`src/rtl/seq_scan_arbiter_if.sv`:
```
// Request/report bundle between the requesting engines and the shared 1011 scanner.
// master = requester side, slave = scanner side.
interface seq_scan_arbiter_if #(
    parameter int NREQ  = 4,
    parameter int WIDTH = 8
);
    logic [NREQ-1:0]              req;
    logic [NREQ*WIDTH-1:0]        data;
    logic [NREQ-1:0]              gnt;
    logic                         busy;
    logic                         hit;
    logic                         done;
    logic [$clog2(NREQ)-1:0]      done_id;
    logic [$clog2(WIDTH+1)-1:0]   match_cnt;

    modport master (
        output req, data,
        input  gnt, busy, hit, done, done_id, match_cnt
    );

    modport slave (
        input  req, data,
        output gnt, busy, hit, done, done_id, match_cnt
    );
endinterface

```
`src/rtl/seq_scan_arbiter.sv`:
```
// Round-robin arbiter feeding one time-shared Moore 1011 detector, MSB-first per word.
// Define SEQ_SCAN_OVERLAP_EN for overlapping matches; the default build is non-overlapping.
module seq_scan_arbiter #(
    parameter int NREQ  = 4,
    parameter int WIDTH = 8
) (
    input  logic                clk,
    input  logic                reset,
    seq_scan_arbiter_if.slave   bus
);
    localparam int IDW = $clog2(NREQ);
    localparam int CW  = $clog2(WIDTH+1);
    localparam int BW  = $clog2(WIDTH);

    typedef enum logic [1:0] {
        ST_IDLE,
        ST_SHIFT,
        ST_REPORT
    } state_t;

    typedef enum logic [2:0] {
        D_S0,
        D_S1,
        D_S2,
        D_S3,
        D_S4
    } det_t;

    state_t             r_state;
    det_t               r_det;
    logic [WIDTH-1:0]   r_shift;
    logic [BW-1:0]      r_cnt;
    logic [CW-1:0]      r_match;
    logic [IDW-1:0]     r_last;
    logic [IDW-1:0]     r_done_id;
    logic [NREQ-1:0]    r_gnt;
    logic               r_busy;
    logic               r_hit;
    logic               r_done;

    logic [WIDTH-1:0]   w_words [NREQ];
    logic [IDW-1:0]     w_win;
    logic               w_any;
    det_t               w_det_next;
    logic               w_bit;

    generate
        for (genvar gi = 0; gi < NREQ; gi++) begin : g_unpack
            assign w_words[gi] = bus.data[gi*WIDTH +: WIDTH];
        end
    endgenerate

    assign w_any = |bus.req;
    assign w_bit = r_shift[WIDTH-1];

    // Scan from farthest to nearest so the requester closest after r_last wins.
    always_comb begin
        int idx;
        idx   = 0;
        w_win = r_last;
        for (int k = NREQ-1; k >= 0; k--) begin
            idx = int'(r_last) + 1 + k;
            if (idx >= NREQ) idx = idx - NREQ;
            if (bus.req[idx[IDW-1:0]]) w_win = idx[IDW-1:0];
        end
    end

    always_comb begin
        w_det_next = D_S0;
        case (r_det)
            D_S0: w_det_next = w_bit ? D_S1 : D_S0;
            D_S1: w_det_next = w_bit ? D_S1 : D_S2;
            D_S2: w_det_next = w_bit ? D_S3 : D_S0;
            D_S3: w_det_next = w_bit ? D_S4 : D_S2;
            D_S4: begin
`ifdef SEQ_SCAN_OVERLAP_EN
                w_det_next = w_bit ? D_S1 : D_S2;
`else
                w_det_next = w_bit ? D_S1 : D_S0;
`endif
            end
            default: w_det_next = D_S0;
        endcase
    end

    always_ff @(posedge clk or posedge reset) begin
        if (reset) begin
            r_state   <= ST_IDLE;
            r_det     <= D_S0;
            r_shift   <= '0;
            r_cnt     <= '0;
            r_match   <= '0;
            r_last    <= IDW'(NREQ-1);
            r_done_id <= '0;
            r_gnt     <= '0;
            r_busy    <= 1'b0;
            r_hit     <= 1'b0;
            r_done    <= 1'b0;
        end else begin
            r_gnt  <= '0;
            r_done <= 1'b0;
            case (r_state)
                ST_IDLE: begin
                    if (w_any) begin
                        r_shift <= w_words[w_win];
                        r_cnt   <= BW'(WIDTH-1);
                        r_match <= '0;
                        r_det   <= D_S0;
                        r_hit   <= 1'b0;
                        r_gnt   <= NREQ'(1) << w_win;
                        r_last  <= w_win;
                        r_busy  <= 1'b1;
                        r_state <= ST_SHIFT;
                    end
                end
                ST_SHIFT: begin
                    r_shift <= {r_shift[WIDTH-2:0], 1'b0};
                    r_det   <= w_det_next;
                    r_hit   <= (w_det_next == D_S4);
                    if ((w_det_next == D_S4) && (r_match != {CW{1'b1}})) begin
                        r_match <= r_match + 1'b1;
                    end
                    r_cnt <= r_cnt - 1'b1;
                    // Counter at zero means this edge consumes the last bit.
                    if (r_cnt == '0) begin
                        r_state   <= ST_REPORT;
                        r_done    <= 1'b1;
                        r_done_id <= r_last;
                    end
                end
                ST_REPORT: begin
                    r_busy  <= 1'b0;
                    r_state <= ST_IDLE;
                end
                default: begin
                    r_busy  <= 1'b0;
                    r_state <= ST_IDLE;
                end
            endcase
        end
    end

    assign bus.gnt       = r_gnt;
    assign bus.busy      = r_busy;
    assign bus.hit       = r_hit;
    assign bus.done      = r_done;
    assign bus.done_id   = r_done_id;
    assign bus.match_cnt = r_match;
endmodule

```
`src/flat_wrapper.sv`:
```
// flat-port wrapper written by rule: the top's interface ports become plain ports
module seq_scan_arbiter_flat 
#(
    parameter int NREQ  = 4,
    parameter int WIDTH = 8
)
  (clk, reset, bus_req, bus_data, bus_gnt, bus_busy, bus_hit, bus_done, bus_done_id, bus_match_cnt);
  seq_scan_arbiter_if #(.NREQ(NREQ), .WIDTH(WIDTH)) bus_i ();
  input  logic clk;
  input  logic reset;
  input wire logic [$bits(bus_i.req)-1:0] bus_req;
  input wire logic [$bits(bus_i.data)-1:0] bus_data;
  output wire logic [$bits(bus_i.gnt)-1:0] bus_gnt;
  output wire logic [$bits(bus_i.busy)-1:0] bus_busy;
  output wire logic [$bits(bus_i.hit)-1:0] bus_hit;
  output wire logic [$bits(bus_i.done)-1:0] bus_done;
  output wire logic [$bits(bus_i.done_id)-1:0] bus_done_id;
  output wire logic [$bits(bus_i.match_cnt)-1:0] bus_match_cnt;
  assign bus_i.req = bus_req;
  assign bus_i.data = bus_data;
  assign bus_gnt = bus_i.gnt;
  assign bus_busy = bus_i.busy;
  assign bus_hit = bus_i.hit;
  assign bus_done = bus_i.done;
  assign bus_done_id = bus_i.done_id;
  assign bus_match_cnt = bus_i.match_cnt;
  seq_scan_arbiter #(.NREQ(NREQ), .WIDTH(WIDTH)) u_core (.clk(clk), .reset(reset), .bus(bus_i));
endmodule
```
`config.mk`:
```
export PLATFORM = sky130hd
export DESIGN_NAME = seq_scan_arbiter_flat
export DESIGN_NICKNAME = d
export VERILOG_FILES = /design/src/rtl/seq_scan_arbiter_if.sv /design/src/rtl/seq_scan_arbiter.sv /design/src/flat_wrapper.sv
export SDC_FILE = /design/constraint.sdc
export NUM_CORES = 1
export LEC_CHECK = 0
export BUFFER_PORTS_ARGS = -buffer_cell sky130_fd_sc_hd__buf_2
export CORE_MARGIN = 4
export CORE_UTILIZATION = 45
export CTS_BUF_LIST = sky130_fd_sc_hd__clkbuf_8
export CTS_CLUSTER_DIAMETER = 30
export CTS_CLUSTER_SIZE = 10
export DETAILED_ROUTE_END_ITERATION = 8
export PLACE_DENSITY = 0.71
export SKIP_LAST_GASP = 1
export SLEW_MARGIN = 40
export SYNTH_ARGS = -nofsm -noshare
export SYNTH_HDL_FRONTEND = slang
export SYNTH_SLANG_ARGS = --single-unit
```
`constraint.sdc`:
```
create_clock -name clk -period 2.5 [get_ports clk]
set_input_delay 0.375 -clock clk [delete_from_list [all_inputs] [get_ports clk]]
set_output_delay 0.375 -clock clk [all_outputs]
set_load 0.05 [all_outputs]
```
* Word-level counts from Yosys, hierarchy flattened
Index checks and enable logic that the tools add are counted.
W data, S select, Z words.
** Storage, ports and cells
- Output and inout port bits :: 13
- Logic and storage cells :: 100
- Input bits :: 38
- Bits in registers :: 31
** Operators by class
- Reductions and logical operators :: 13
- $lt $le $gt $ge :: 9
- Equality and inequality tests :: 10
- Shift operators :: 1
- $add $sub $neg :: 10
- Bitwise operators :: 2
- Mux-type cells :: 44
** Operator list (number)
- $ge A32 B4 Y1 const B :: 3
- $mux W2 :: 12
- $mux W8 :: 3
- $bmux W8 S2 :: 1
- $mux W4 :: 4
- $pmux W8 S2 :: 1
- $lt A2 B3 Y1 const B :: 4
- $pmux W3 S2 :: 2
- $pmux W3 S4 :: 1
- $reduce_and A2 Y1 :: 5
- $mux W1 :: 9
- $mux W3 :: 3
- $add A3 B2 Y4 const B :: 2
- $bmux W1 S2 :: 4
- $pmux W4 S2 :: 1
- $sub A2 B1 Y2 const B :: 4
- $eq A3 B2 Y1 const B :: 2
- $eq A3 B3 Y1 const B :: 2
- $ge A3 B3 Y1 const B :: 2
- $logic_not A3 Y1 :: 2
- $ne A2 B1 Y1 const B :: 3
- $add A3 B1 Y4 const B :: 1
- $add A4 B1 Y4 const B :: 1
- $ne A4 B4 Y1 const B :: 1
- other kinds (15) :: 16

* Depth between registers and ports, before layout
- Depth in word-level cells :: 16
- Depth in mapped cells :: 6

* Worst setup path before layout
OpenSTA, ideal clock, no wires.
- Kind :: register to register
- Start point :: register u_core.r_match[0] (netlist: u_core.bus.match_cnt[0])
- End point :: register u_core.r_match[3] (netlist: u_core.bus.match_cnt[3])
- Slack :: 0.539 ns
- Library setup time :: 0.139 ns
- Clock period less this slack :: 1.961 ns
- Arrival time :: 1.821 ns
- Required time :: 2.361 ns
- Cell stages (with the launch flop) :: 7
- Cell sequence :: dfrtp_1 -> ha_1 -> and3_1 -> a2111oi_0 -> nand4_1 -> xor2_1 -> nor2_1
** On the way
- Longest elaborated chain between the ends :: 4
- Elaborated cells between the ends (all ways) :: 7
- Classes of those cells :: add/sub: 1; eq/ne: 2; mux: 2; reduce/logical: 2
** RTL lines
- start: declaration :: line seq_scan_arbiter.sv:33 : logic [CW-1:0] r_match;
- start signal: assignment :: line seq_scan_arbiter.sv:121 : r_match <= r_match + 1'b1;
- parallel branches: the longest is 4 deep, another holds $add A4 B1 Y4
Several ways; the timed one is not identified. The select of a mux whose other input is x is not followed.
A chain may end at the register's enable or synchronous reset.

* Worst setup path in the final report
- Start point :: register u_core.r_last[0]
- End point :: register u_core.r_shift[7]
** On the way
- Longest elaborated chain between the ends :: 16
- Elaborated cells between the ends (all ways) :: 34
- Classes of those cells :: add/sub: 8; order compare: 4; mux: 21; bitwise: 1
** RTL lines
- start: declaration :: line seq_scan_arbiter.sv:34 : logic [IDW-1:0] r_last;
- start signal: assignment :: line seq_scan_arbiter.sv:93 : r_last <= IDW'(NREQ-1);
- start signal: assignment :: line seq_scan_arbiter.sv:111 : r_last <= w_win;
- $add A2 B1 Y3 :: line seq_scan_arbiter.sv:62 : idx = int'(r_last) + 1 + k;
- $add A3 B2 Y4 :: line seq_scan_arbiter.sv:62
- $ge A32 B4 Y1 / $sub A2 B1 Y2 (equally long branches) :: line seq_scan_arbiter.sv:63 : if (idx >= NREQ) idx = idx - NREQ;
- $mux W2 :: line seq_scan_arbiter.sv:63
- $bmux W1 S2 :: line seq_scan_arbiter.sv:64 : if (bus.req[idx[IDW-1:0]]) w_win = idx[IDW-1:0];
- $mux W1 (not written as such) :: line seq_scan_arbiter.sv:64
- $mux W2 (3 in a row) :: line seq_scan_arbiter.sv:64
- $mux W2 (*) :: line seq_scan_arbiter.sv:64
- $not A2 Y3 (not written as such) (*) :: line seq_scan_arbiter.sv:105 : r_shift <= w_words[w_win];
- $bmux W8 S2 (*) :: line seq_scan_arbiter.sv:105
- $mux W8 (not written as such) (*) (2 in a row) :: line seq_scan_arbiter.sv:105
- $mux W8 (*) :: line seq_scan_arbiter.sv:104 : if (w_any) begin
- $pmux W8 S2 (*) :: line seq_scan_arbiter.sv:102 : case (r_state)
- end signal: assignment :: line seq_scan_arbiter.sv:105
- end signal: assignment :: line seq_scan_arbiter.sv:117 : r_shift <= {r_shift[WIDTH-2:0], 1'b0};
- end: declaration :: line seq_scan_arbiter.sv:31 : logic [WIDTH-1:0] r_shift;
Every way passes the cells marked *; elsewhere a longest branch is shown, timed or not. The select of a mux whose other input is x is not followed.

==> impl_metrics.toml <==
[power]
vdd_ir_drop_max_uv = 661
leakagePower_nw = 1.10
powerDensity_nw_per_um2 = 1200
finalPower_mw = 2.57

[global_routing]
antenna_found_initial = 0
grt_use_met1_pct = 25.5
grtUsageMet2_pct = 29.5
grtUsageTotal_pct = 19.3
met3_usage_pct = 6.47
grt_pass1_wl_mm = 7.62
grt_pass1_vias = 1616
gr-total-overflow = 0
busiest_layer = "met2"
grt_start_max_net_pins = 32

[sta]
slew_violations = 0
max_slew_margin_pct = 53.4
fin_worst_skew_ns = 0.00677
worst_slew_pin_slew_ns = 0.700
holdWs_ns = 0.149
grt_setup_unrepaired = "false"
setup_violations = 0
period_minus_slack_ns = 1.93
fin_tns_setup_ns = 0
finalHoldViolCount = 0
post-route-period-util_pct = 77.3
fmax_ghz = 0.517

[flow_run]
cap_violations = 0

[cts]
cts_setup_buffers = 0
htreeDepth = 2
cts_tree = "done"
clock_latency_ns = 0.29
cts_made_buffers = 5
clk_pin_slew_ns = 0.07
ctsHoldBuffers = 0
cts.sinks = 31
cts_resized = 0
clk_path_buf_depth = 2
cts_root_buf = "clkbuf_8"

[floorplanning]
die_x_um = 70.2
core_region_area_um2 = 3690
num_rows = 22
ios = 51
die_area_um2 = 4930
start_util_pct = 47.2
die_h_um = 70.2

[route]
vias_per_cell = 5.62
drc = 0
drt-total-wl_mm = 4.32
dr.first_iter.drc_count = 153
postRouteAntennaNets = 0
num_vias = 1579
dr.pass1.iters = 4
routedWlPerCell_um = 15.4

[logic_synthesis]
yosysWarningCount = 0
syn_inst = 177
synth_area_um2 = 1740
synth_cell_type_count = 47
synth-main-ff-cell = "dfrtp_1"
ys_async_sr_fraction_pct = 100
ys_ff_latch = 31
syn_avg_cell_area_um2 = 9.84
syn_nets = 218
ys_seq_area_share_pct = 44.7
synth_edf_count = 0

[worst_setup_path]
rr_startpoint = "u_core.r_last[0]$_DFFE_PP1P_"
path_buf_inv = 0
critPathRequiredTime_ns = 2.66
setup.worst_path.class = "reg2reg"
critPathCaptureType = "register"
critical_path.max_fanout = 11
crit_start = "u_core.r_last[0]$_DFFE_PP1P_"
critPathMaxStageDelay_ns = 0.62
start_kind = "register"
cp_cell_sequence = "nor2b_1, o21ba_1, nor3_4, mux2i_1, a211oi_2"
path_delay_family = "flip-flops"
worstPathArrival_ns = 2.09
crit_slowest_cell = "dfstp_2"

[status]
status = "finished clean"

[layout]
layout.area.seq_um2 = 778
multi_input_area_um2 = 916
antenna-diode-count = 0
fillers = 326
areaGrowthSynthToFinish_pct = 23.6
fin_area_um2 = 2150
final_cell_mix = "buf_2 (50), dfrtp_1 (29), nor2_1 (13)"
post-route-util_pct = 58.4
final_common_cell = "buf_2"
finalNetCount = 273
drive_gt1_share_pct = 31.8

[place]
hpwl_mm = 3.26
dpl_cell_area_um2 = 2050
io_buffers = 50
gp_congestion = 0.807

[min_path]
hold_class = "in2async"
sequential cells by signal, indices dropped and copies added (netlist names):
name	cells
u_core.bus.gnt	4
u_core.r_state	2
u_core.r_det	3
u_core.r_last	2
u_core.bus.done	1
u_core.bus.match_cnt	4
u_core.r_shift	8
u_core.bus.hit	1
u_core.bus.busy	1
u_core.r_cnt	3
u_core.bus.done_id	2
routing by layer:
layer | vias to the layer above | part of all wire, % | routed length, µm
met1 | 747 | 44 | 1900
li1 | 776 | - | -
met2 | 45 | 47 | 2040
met3 | 11 | 6.8 | 293
met5 | - | 0 | 0
met4 | 0 | 1.9 | 82
synthesized netlist by cell type, drive strengths merged (2+ instances only):
| library cell | count | area, µm² |
|---|---|---|
| o221ai | 2 | 17.5 |
| o31ai | 6 | 45.0 |
| o21ai | 12 | 60.1 |
| a221oi | 5 | 43.8 |
| clkbuf | 3 | 11.3 |
| nand3b | 2 | 15.0 |
| a21oi | 9 | 45.0 |
| buf | 2 | 10.0 |
| ha | 3 | 37.5 |
| a211oi | 2 | 20.0 |
| nor4 | 2 | 18.8 |
| dfstp | 2 | 52.6 |
| nand3 | 3 | 15.0 |
| a31oi | 3 | 18.8 |
| or3 | 7 | 43.8 |
| and3 | 4 | 25.0 |
| a21o | 3 | 22.5 |
| nand4 | 6 | 37.5 |
| a22o | 2 | 17.5 |
| a21bo | 5 | 50.1 |
| mux2 | 2 | 22.5 |
| nor2b | 4 | 25.0 |
| nor2 | 13 | 48.8 |
| dfrtp | 29 | 726 |
| o21bai | 2 | 15.0 |
| nand2b | 3 | 18.8 |
| xor2 | 2 | 17.5 |
| mux2i | 6 | 60.1 |
| nand2 | 11 | 41.3 |
| inv | 7 | 26.3 |
| nor3 | 2 | 21.3 |
final cells by class:
type                       count  area share [%]
multi-input combinational    134            42.5
sequential                    31            36.1
timing repair buffer          53            12.7
clock buffer                   7            4.47
tap                           48            2.79
inverter                       7            1.22
clock inverter                 1           0.174
final timing paths:
kind / slack, ns / endpoint / cells past startpoint
setup / recovery: 0.57 / u_core.r_shift[7]$_DFFE_PP0P_ / 5
hold / removal: 0.15 / u_core.bus.hit$_DFFE_PP0P_ / 3
setup reg to reg: 0.57 / u_core.r_shift[7]$_DFFE_PP0P_ / 5
hold reg to reg: 0.48 / u_core.bus.hit$_DFFE_PP0P_ / 1
max in group asynchronous: 2.03 / u_core.r_last[0]$_DFFE_PP1P_ / 3
min in group clk: 0.40 / u_core.r_shift[5]$_DFFE_PP0P_ / 3
report_power, final:
| group | switching [mW] | internal [mW] | leakage, nW |
|---|---|---|---|
| clock network | 0.185 | 0.247 | 0.0557 |
| registers | 0.170 | 0.707 | 0.389 |
| logic | 0.779 | 0.486 | 0.656 |
through the flow:
stage	setup WS, ns	instances
floorplan	0.539	177
global placement	0.630	273
detailed placement	0.559	273
CTS	0.569	281
global route	0.317	281
finish	0.568	281
worst register-to-register path, delay by kind of cell (launching register included):
kind / cells / cell delay, ns
DFF: 1 / 0.62
AOI/OAI and AO/OA: 2 / 0.38
muxes: 1 / 0.29
and+or+nand+nor: 2 / 0.52
cell families (layout without fill, tap and decap cells):
kind of cell,Yosys count,count (layout),synth area share [%]
AND/OR/NAND/NOR,61,61,19.9
AO/OA/AOI/OAI,58,58,23.7
flip-flops,31,31,44.7
buffers and inverters,12,68,2.73
multiplexers,8,8,4.74
adder cells (fa/ha/maj),4,4,2.73
XOR/XNOR,3,3,1.51
Power figures use the tool's default switching activity.
